## src/rtl/complex_mult_pkg.sv

```systemverilog
// Shared types and constants for the sequential complex multiplier.
package complex_mult_pkg;

   typedef enum logic [1:0] {
      ST_IDLE   = 2'd0,
      ST_MULT   = 2'd1,
      ST_COMB   = 2'd2,
      ST_RESULT = 2'd3
   } state_e;

   localparam int unsigned MULT_STEPS = 4;

   // Which partial product the shared multiplier computes in each MULT step
   localparam logic [1:0] STEP_AC   = 2'd0;
   localparam logic [1:0] STEP_BD   = 2'd1;
   localparam logic [1:0] STEP_AD   = 2'd2;
   localparam logic [1:0] STEP_BC   = 2'd3;
   localparam logic [1:0] LAST_STEP = 2'(MULT_STEPS - 1);

endpackage

```

## src/rtl/cplx_shared_mult.sv

```systemverilog
// Single combinational DATA_WIDTH x DATA_WIDTH multiplier, signed or unsigned.
module cplx_shared_mult #(
   parameter int unsigned DATA_WIDTH  = 8,
   parameter int unsigned SIGNED_MODE = 1
) (
   input  logic [DATA_WIDTH-1:0]   a_i,
   input  logic [DATA_WIDTH-1:0]   b_i,
   output logic [2*DATA_WIDTH-1:0] p_o
);

   localparam int unsigned PW  = 2 * DATA_WIDTH;
   localparam logic        SGN = 1'(SIGNED_MODE != 0);

   logic [PW-1:0] a_ext;
   logic [PW-1:0] b_ext;

   // Extending to the product width makes the truncated product exact in both modes
   assign a_ext = {{DATA_WIDTH{SGN & a_i[DATA_WIDTH-1]}}, a_i};
   assign b_ext = {{DATA_WIDTH{SGN & b_i[DATA_WIDTH-1]}}, b_i};
   assign p_o   = a_ext * b_ext;

endmodule

```

## src/rtl/complex_nr_mult_seq.sv

```systemverilog
// Sequential complex multiplier: four partial products through one shared
// multiplier, then one combine cycle, then a held result with valid/ready.
module complex_nr_mult_seq
   import complex_mult_pkg::*;
#(
   parameter  int unsigned DATA_WIDTH  = 8,
   parameter  int unsigned SIGNED_MODE = 1,
   localparam int unsigned RES_WIDTH   = 2 * DATA_WIDTH + 2
) (
   input  logic                  clk,
   input  logic                  rst,
   input  logic                  sw_rst,
   input  logic                  op_val,
   input  logic                  conj,
   input  logic [DATA_WIDTH-1:0] op_1_re,
   input  logic [DATA_WIDTH-1:0] op_1_im,
   input  logic [DATA_WIDTH-1:0] op_2_re,
   input  logic [DATA_WIDTH-1:0] op_2_im,
   input  logic                  res_ready,
   output logic                  op_ready,
   output logic                  res_val,
   output logic                  busy,
   output logic [RES_WIDTH-1:0]  result_re,
   output logic [RES_WIDTH-1:0]  result_im
);

   localparam int unsigned PW  = 2 * DATA_WIDTH;
   localparam logic        SGN = 1'(SIGNED_MODE != 0);

   state_e                state_q, state_d;
   logic [1:0]            step_q, step_d;
   logic [DATA_WIDTH-1:0] a_q, a_d, b_q, b_d, c_q, c_d, d_q, d_d;
   logic                  conj_q, conj_d;
   logic [PW-1:0]         ac_q, ac_d, bd_q, bd_d, ad_q, ad_d, bc_q, bc_d;
   logic [RES_WIDTH-1:0]  re_q, re_d, im_q, im_d;
   logic                  op_ready_q, op_ready_d;
   logic                  res_val_q, res_val_d;
   logic                  busy_q, busy_d;

   logic [DATA_WIDTH-1:0] mul_x, mul_y;
   logic [PW-1:0]         mul_p;
   logic [RES_WIDTH-1:0]  ac_x, bd_x, ad_x, bc_x;

   // Select the operand pair for the current MULT step
   always_comb begin
      mul_x = a_q;
      mul_y = c_q;
      case (step_q)
         STEP_AC: begin mul_x = a_q; mul_y = c_q; end
         STEP_BD: begin mul_x = b_q; mul_y = d_q; end
         STEP_AD: begin mul_x = a_q; mul_y = d_q; end
         STEP_BC: begin mul_x = b_q; mul_y = c_q; end
      endcase
   end

   cplx_shared_mult #(
      .DATA_WIDTH  (DATA_WIDTH),
      .SIGNED_MODE (SIGNED_MODE)
   ) u_mult (
      .a_i (mul_x),
      .b_i (mul_y),
      .p_o (mul_p)
   );

   // Products widened to result width; two guard bits make the sums overflow-free
   assign ac_x = {{2{SGN & ac_q[PW-1]}}, ac_q};
   assign bd_x = {{2{SGN & bd_q[PW-1]}}, bd_q};
   assign ad_x = {{2{SGN & ad_q[PW-1]}}, ad_q};
   assign bc_x = {{2{SGN & bc_q[PW-1]}}, bc_q};

   // Next-state, datapath and registered-output logic
   always_comb begin
      state_d = state_q;
      step_d  = step_q;
      a_d     = a_q;
      b_d     = b_q;
      c_d     = c_q;
      d_d     = d_q;
      conj_d  = conj_q;
      ac_d    = ac_q;
      bd_d    = bd_q;
      ad_d    = ad_q;
      bc_d    = bc_q;
      re_d    = re_q;
      im_d    = im_q;

      case (state_q)
         ST_IDLE: begin
            if (op_val) begin
               a_d     = op_1_re;
               b_d     = op_1_im;
               c_d     = op_2_re;
               d_d     = op_2_im;
               conj_d  = conj;
               step_d  = STEP_AC;
               state_d = ST_MULT;
            end
         end
         ST_MULT: begin
            case (step_q)
               STEP_AC: ac_d = mul_p;
               STEP_BD: bd_d = mul_p;
               STEP_AD: ad_d = mul_p;
               STEP_BC: bc_d = mul_p;
            endcase
            step_d = step_q + 2'd1;
            if (step_q == LAST_STEP) begin
               state_d = ST_COMB;
            end
         end
         ST_COMB: begin
            if (conj_q) begin
               re_d = ac_x + bd_x;
               im_d = bc_x - ad_x;
            end else begin
               re_d = ac_x - bd_x;
               im_d = ad_x + bc_x;
            end
            state_d = ST_RESULT;
         end
         ST_RESULT: begin
            if (res_val_q && res_ready) begin
               state_d = ST_IDLE;
            end
         end
         default: state_d = ST_IDLE;
      endcase

      // Software reset wins over any accept, handshake or operation in flight
      if (sw_rst) begin
         state_d = ST_IDLE;
         step_d  = '0;
         a_d     = '0;
         b_d     = '0;
         c_d     = '0;
         d_d     = '0;
         conj_d  = 1'b0;
         ac_d    = '0;
         bd_d    = '0;
         ad_d    = '0;
         bc_d    = '0;
         re_d    = '0;
         im_d    = '0;
      end

      // res_val rises one cycle after entering RESULT, giving the 6-cycle latency
      op_ready_d = (state_d == ST_IDLE);
      busy_d     = (state_d != ST_IDLE);
      res_val_d  = (state_q == ST_RESULT) && (state_d == ST_RESULT);
   end

   // State and datapath registers
   always_ff @(posedge clk or posedge rst) begin
      if (rst) begin
         state_q    <= ST_IDLE;
         step_q     <= '0;
         a_q        <= '0;
         b_q        <= '0;
         c_q        <= '0;
         d_q        <= '0;
         conj_q     <= 1'b0;
         ac_q       <= '0;
         bd_q       <= '0;
         ad_q       <= '0;
         bc_q       <= '0;
         re_q       <= '0;
         im_q       <= '0;
         op_ready_q <= 1'b1;
         res_val_q  <= 1'b0;
         busy_q     <= 1'b0;
      end else begin
         state_q    <= state_d;
         step_q     <= step_d;
         a_q        <= a_d;
         b_q        <= b_d;
         c_q        <= c_d;
         d_q        <= d_d;
         conj_q     <= conj_d;
         ac_q       <= ac_d;
         bd_q       <= bd_d;
         ad_q       <= ad_d;
         bc_q       <= bc_d;
         re_q       <= re_d;
         im_q       <= im_d;
         op_ready_q <= op_ready_d;
         res_val_q  <= res_val_d;
         busy_q     <= busy_d;
      end
   end

   assign op_ready  = op_ready_q;
   assign res_val   = res_val_q;
   assign busy      = busy_q;
   assign result_re = re_q;
   assign result_im = im_q;

endmodule

```

## config.mk

```make
export PLATFORM = sky130hd
export DESIGN_NAME = complex_nr_mult_seq
export DESIGN_NICKNAME = d
export VERILOG_FILES = /design/src/rtl/complex_mult_pkg.sv /design/src/rtl/cplx_shared_mult.sv /design/src/rtl/complex_nr_mult_seq.sv
export SDC_FILE = /design/constraint.sdc
export NUM_CORES = 1
export LEC_CHECK = 0
export ABC_AREA = 1
export CELL_PAD_IN_SITES_DETAIL_PLACEMENT = 0
export CELL_PAD_IN_SITES_GLOBAL_PLACEMENT = 1
export CORE_MARGIN = 3
export CORE_UTILIZATION = 49
export CTS_BUF_LIST = sky130_fd_sc_hd__clkbuf_2
export DETAILED_ROUTE_END_ITERATION = 12
export DONT_BUFFER_PORTS = 1
export GPL_TIMING_DRIVEN = 0
export PLACE_DENSITY_LB_ADDON = 0.1
export SKIP_LAST_GASP = 1
export SLEW_MARGIN = 30
export SYNTH_ARGS = -nofsm -noshare
export SYNTH_HDL_FRONTEND = slang
export SYNTH_SLANG_ARGS = --single-unit
```

## constraint.sdc

```tcl
create_clock -name clk -period 6 [get_ports clk]
set_input_delay 0.3 -clock clk [delete_from_list [all_inputs] [get_ports clk]]
set_output_delay 0.3 -clock clk [all_outputs]
set_load 0.02 [all_outputs]
```

==> metrics.txt <==
Vias 9051; EDFF count, synth 0; global-route wire length before repair between 40000 and 50000 um; ports placed on the boundary 77; DRC 0; fin crit share 0.9440; Worst Setup Slack, final 0.3361 ns; multi-input combinational cell area between 6000 and 7000 um^2; worst clock skew between 0.05 and 0.06 ns; Synth Register Bits about 140; clock sink total between 100 and 150; vias in the first global route a little under 9000; H-Tree Depth 4; CTS buffer count 17; DP Worst Slack -0.009095 ns; drt wl/cell roughly 15 um; post-route cell area around 12000 um^2; Max clock buf depth 2; most frequent cells in the layout 356 x nand2_1, 232 x inv_1, 137 x dfrtp_1; Placement Rows between 50 and 60; Cell Area, Placed 11000 um^2; layout cells sized above 1 0.06167; reg2reg path depth 25; Die Y between 150 and 200 um; most common cell after layout, fill and taps aside nand2_1; fill count about 2000; CTS Root Buffer Type clkbuf_2; final setup vio count 0; register area 3455 um^2; crit path max fanout 7; GRT Resource Usage Total 0.2381; Final ANT Viol Nets 0; Clock Pin Slew Worst Setup and Hold Paths ~0.25 ns; synth warn 0; area grow syn2layout 10.60%; maximum VDD drop 0.0001562 V; Port-buffer cells 0; Slew HR 0.3520; Fin. Hold Viols 0; total grt overflow 0; PwrDens between 300 and 400 nW/um^2; GP Congestion 0.9328; run status finished, final reports clean; crit path DAT roughly 6.4 ns; mean post-synth cell area 7.429 um^2; clk_lat worst skew about 0.75 ns; HP Class in -> reg; largest net degree at the start of global routing between 80 and 90; vias per std cell 5.065; Max Fclk 0.1766 GHz; max-cap viol count 0; final core utilization 0.5550; setup repair bufs after CTS 0; Hold Path Depth 2; CTS tree built; synth unique cells 41; Primary FF master, synth dfrtp_1; Post-Syn Area 10620 um^2; Post-Route WL around 27000 um; sequential fraction of the synthesis area 0.3254; Slew Viols, Final 0; Tot Pwr about 4.7 mW; Core Box Area 21150 um^2; CP Class reg -> reg; R2R Setup Slk about 0.34 ns; Critical Path RT 6.71 ns; Fin Hold WS roughly 0.14 ns; Detail Placement HPWL ~21000 um; initial antenna violation count 1; RSZ-0062 raised after global routing true; TritonRoute pass-1 iters 5; initial detailed-routing violation count 453; Period minus WS final approximately 5.7 ns; die width ~150 um; Initial Util 0.5019; NumNets Final 1657; Synth async-reset ratio 1.000; Leak 6.030 nW; worst-margin pin slew roughly 0.96 ns; Synth Net Count about 1600; endpoint class of the critical path flip-flop; die area approximately 23000 um^2; gate count of the mapped netlist approximately 1400; startpoint types flip-flop
==> final cells by class <==
class,count,share of cell area
clock buffers,17,0.007246
repair buffers,47,0.04156
plain buffers,36,0.01716
inverters,244,0.07864
well taps,275,0.02931
clock inverters,15,0.01289
flip-flops and latches,138,0.2942
diodes,4,0.0008525
multi-input cells,1011,0.5181
==> path summary, 6_finish.rpt <==
| path | endpoint | startpoint |
|---|---|---|
| worst max-delay path | bd_q[15]$_DFFE_PP0P_ | step_q[1]$_DFFE_PP0P_ |
| worst min-delay path | result_re[8]$_DFFE_PP0P_ | sw_rst |
| worst max register to register | bd_q[15]$_DFFE_PP0P_ | step_q[1]$_DFFE_PP0P_ |
| worst min register to register | bc_q[5]$_DFFE_PP0P_ | bc_q[5]$_DFFE_PP0P_ |
| max in group asynchronous | b_q[7]$_DFFE_PP0P_ | rst |
| min in group asynchronous | d_q[4]$_DFFE_PP0P_ | rst |
==> cell usage after synthesis, drive strengths merged (2+ instances only) <==
cell type    n  area (um^2)
nand3b       4        30.03
nand3       99        500.5
inv        244        915.9
a21o         4        30.03
dfrtp      137         3428
xnor2        6        52.55
nand4       12        75.07
o21ai      156        784.5
ha          67        838.3
buf         27        167.7
clkbuf       9        33.78
and2         3        18.77
nor4         4        25.02
nand2      359         1360
xor2        25        219.0
or2          2        12.52
fa          57         1141
a21oi       57        285.3
o31ai        2        20.02
nor2       136        525.5
o21bai       8        60.06
nor3         5        25.02
==> logic make-up (layout without fill, tap and decap cells) <==
logic type,Yosys count,in the layout,synth area share
fa+ha+maj,124,124,0.1864
other cells,0,4,0
xor+xnor,31,31,0.02557
compound gates,232,232,0.1150
simple gates,624,624,0.2423
buf+inv,280,359,0.1052
flops,138,138,0.3254
==> metal layers <==
layer | GRT usage | up-vias | wire, um
li1 | - | 4637 | -
met1 | 0.3174 | 4182 | 12340
met2 | 0.4005 | 195 | 13230
met3 | 0.03624 | 37 | 1128
met4 | 0.07637 | 0 | 602
met5 | 0 | - | 0
==> state kept, by name, indices dropped and copies added (netlist names), 2 cells and up <==
signal and flops:
a_q 8, ac_q 16, ad_q 16, b_q 8
bc_q 16, bd_q 16, c_q 8, d_q 8
result_im 17, result_re 17, state_q 2, step_q 2
==> report_power, final <==
part / switching, mW / total [mW] / leakage, nW / internal (mW)
sequential: 0.139 / 1.23 / 1.85 / 1.09
combinational: 1.91 / 2.90 / 4.04 / 0.993
clock: 0.421 / 0.556 / 0.144 / 0.135
total: 2.47 / 4.69 / 6.03 / 2.22
==> metrics by stage <==
stage	instances	TNS, ns
floorplan	1429	0
global placement	1704	-0.8293
detailed placement	1705	-0.009095
CTS	1783	0
global route	1785	-0.3732
finish	1787	0
==> worst max-delay path, cell delays in order, from the launching register on <==
cell and delay, ns:
dfrtp_1 0.44, inv_1 0.08, ha_1 0.21, nor2_2 0.27, nand2_1 0.08, o21ai_1 0.27, inv_1 0.22, nor2_2 0.19
inv_1 0.12, fa_2 0.70, fa_1 0.47, fa_1 0.52, fa_1 0.54, inv_1 0.04, ha_1 0.38, nand2_1 0.09
nand2_1 0.05, inv_1 0.08, nor2_1 0.04, nor2_1 0.08, nand2_1 0.05, nor2_1 0.15, inv_1 0.06, nand2_1 0.24
nand4_1 0.17, nand2_1 0.09
==> what timing repair did <==
item                       in CTS  in global routing
hold endpoints to repair      232                  0
setup endpoints to repair      11                 28
hold buffers                   46                  0
resized for setup               2                 19
No activity file was read; power rests on OpenSTA's default activity.
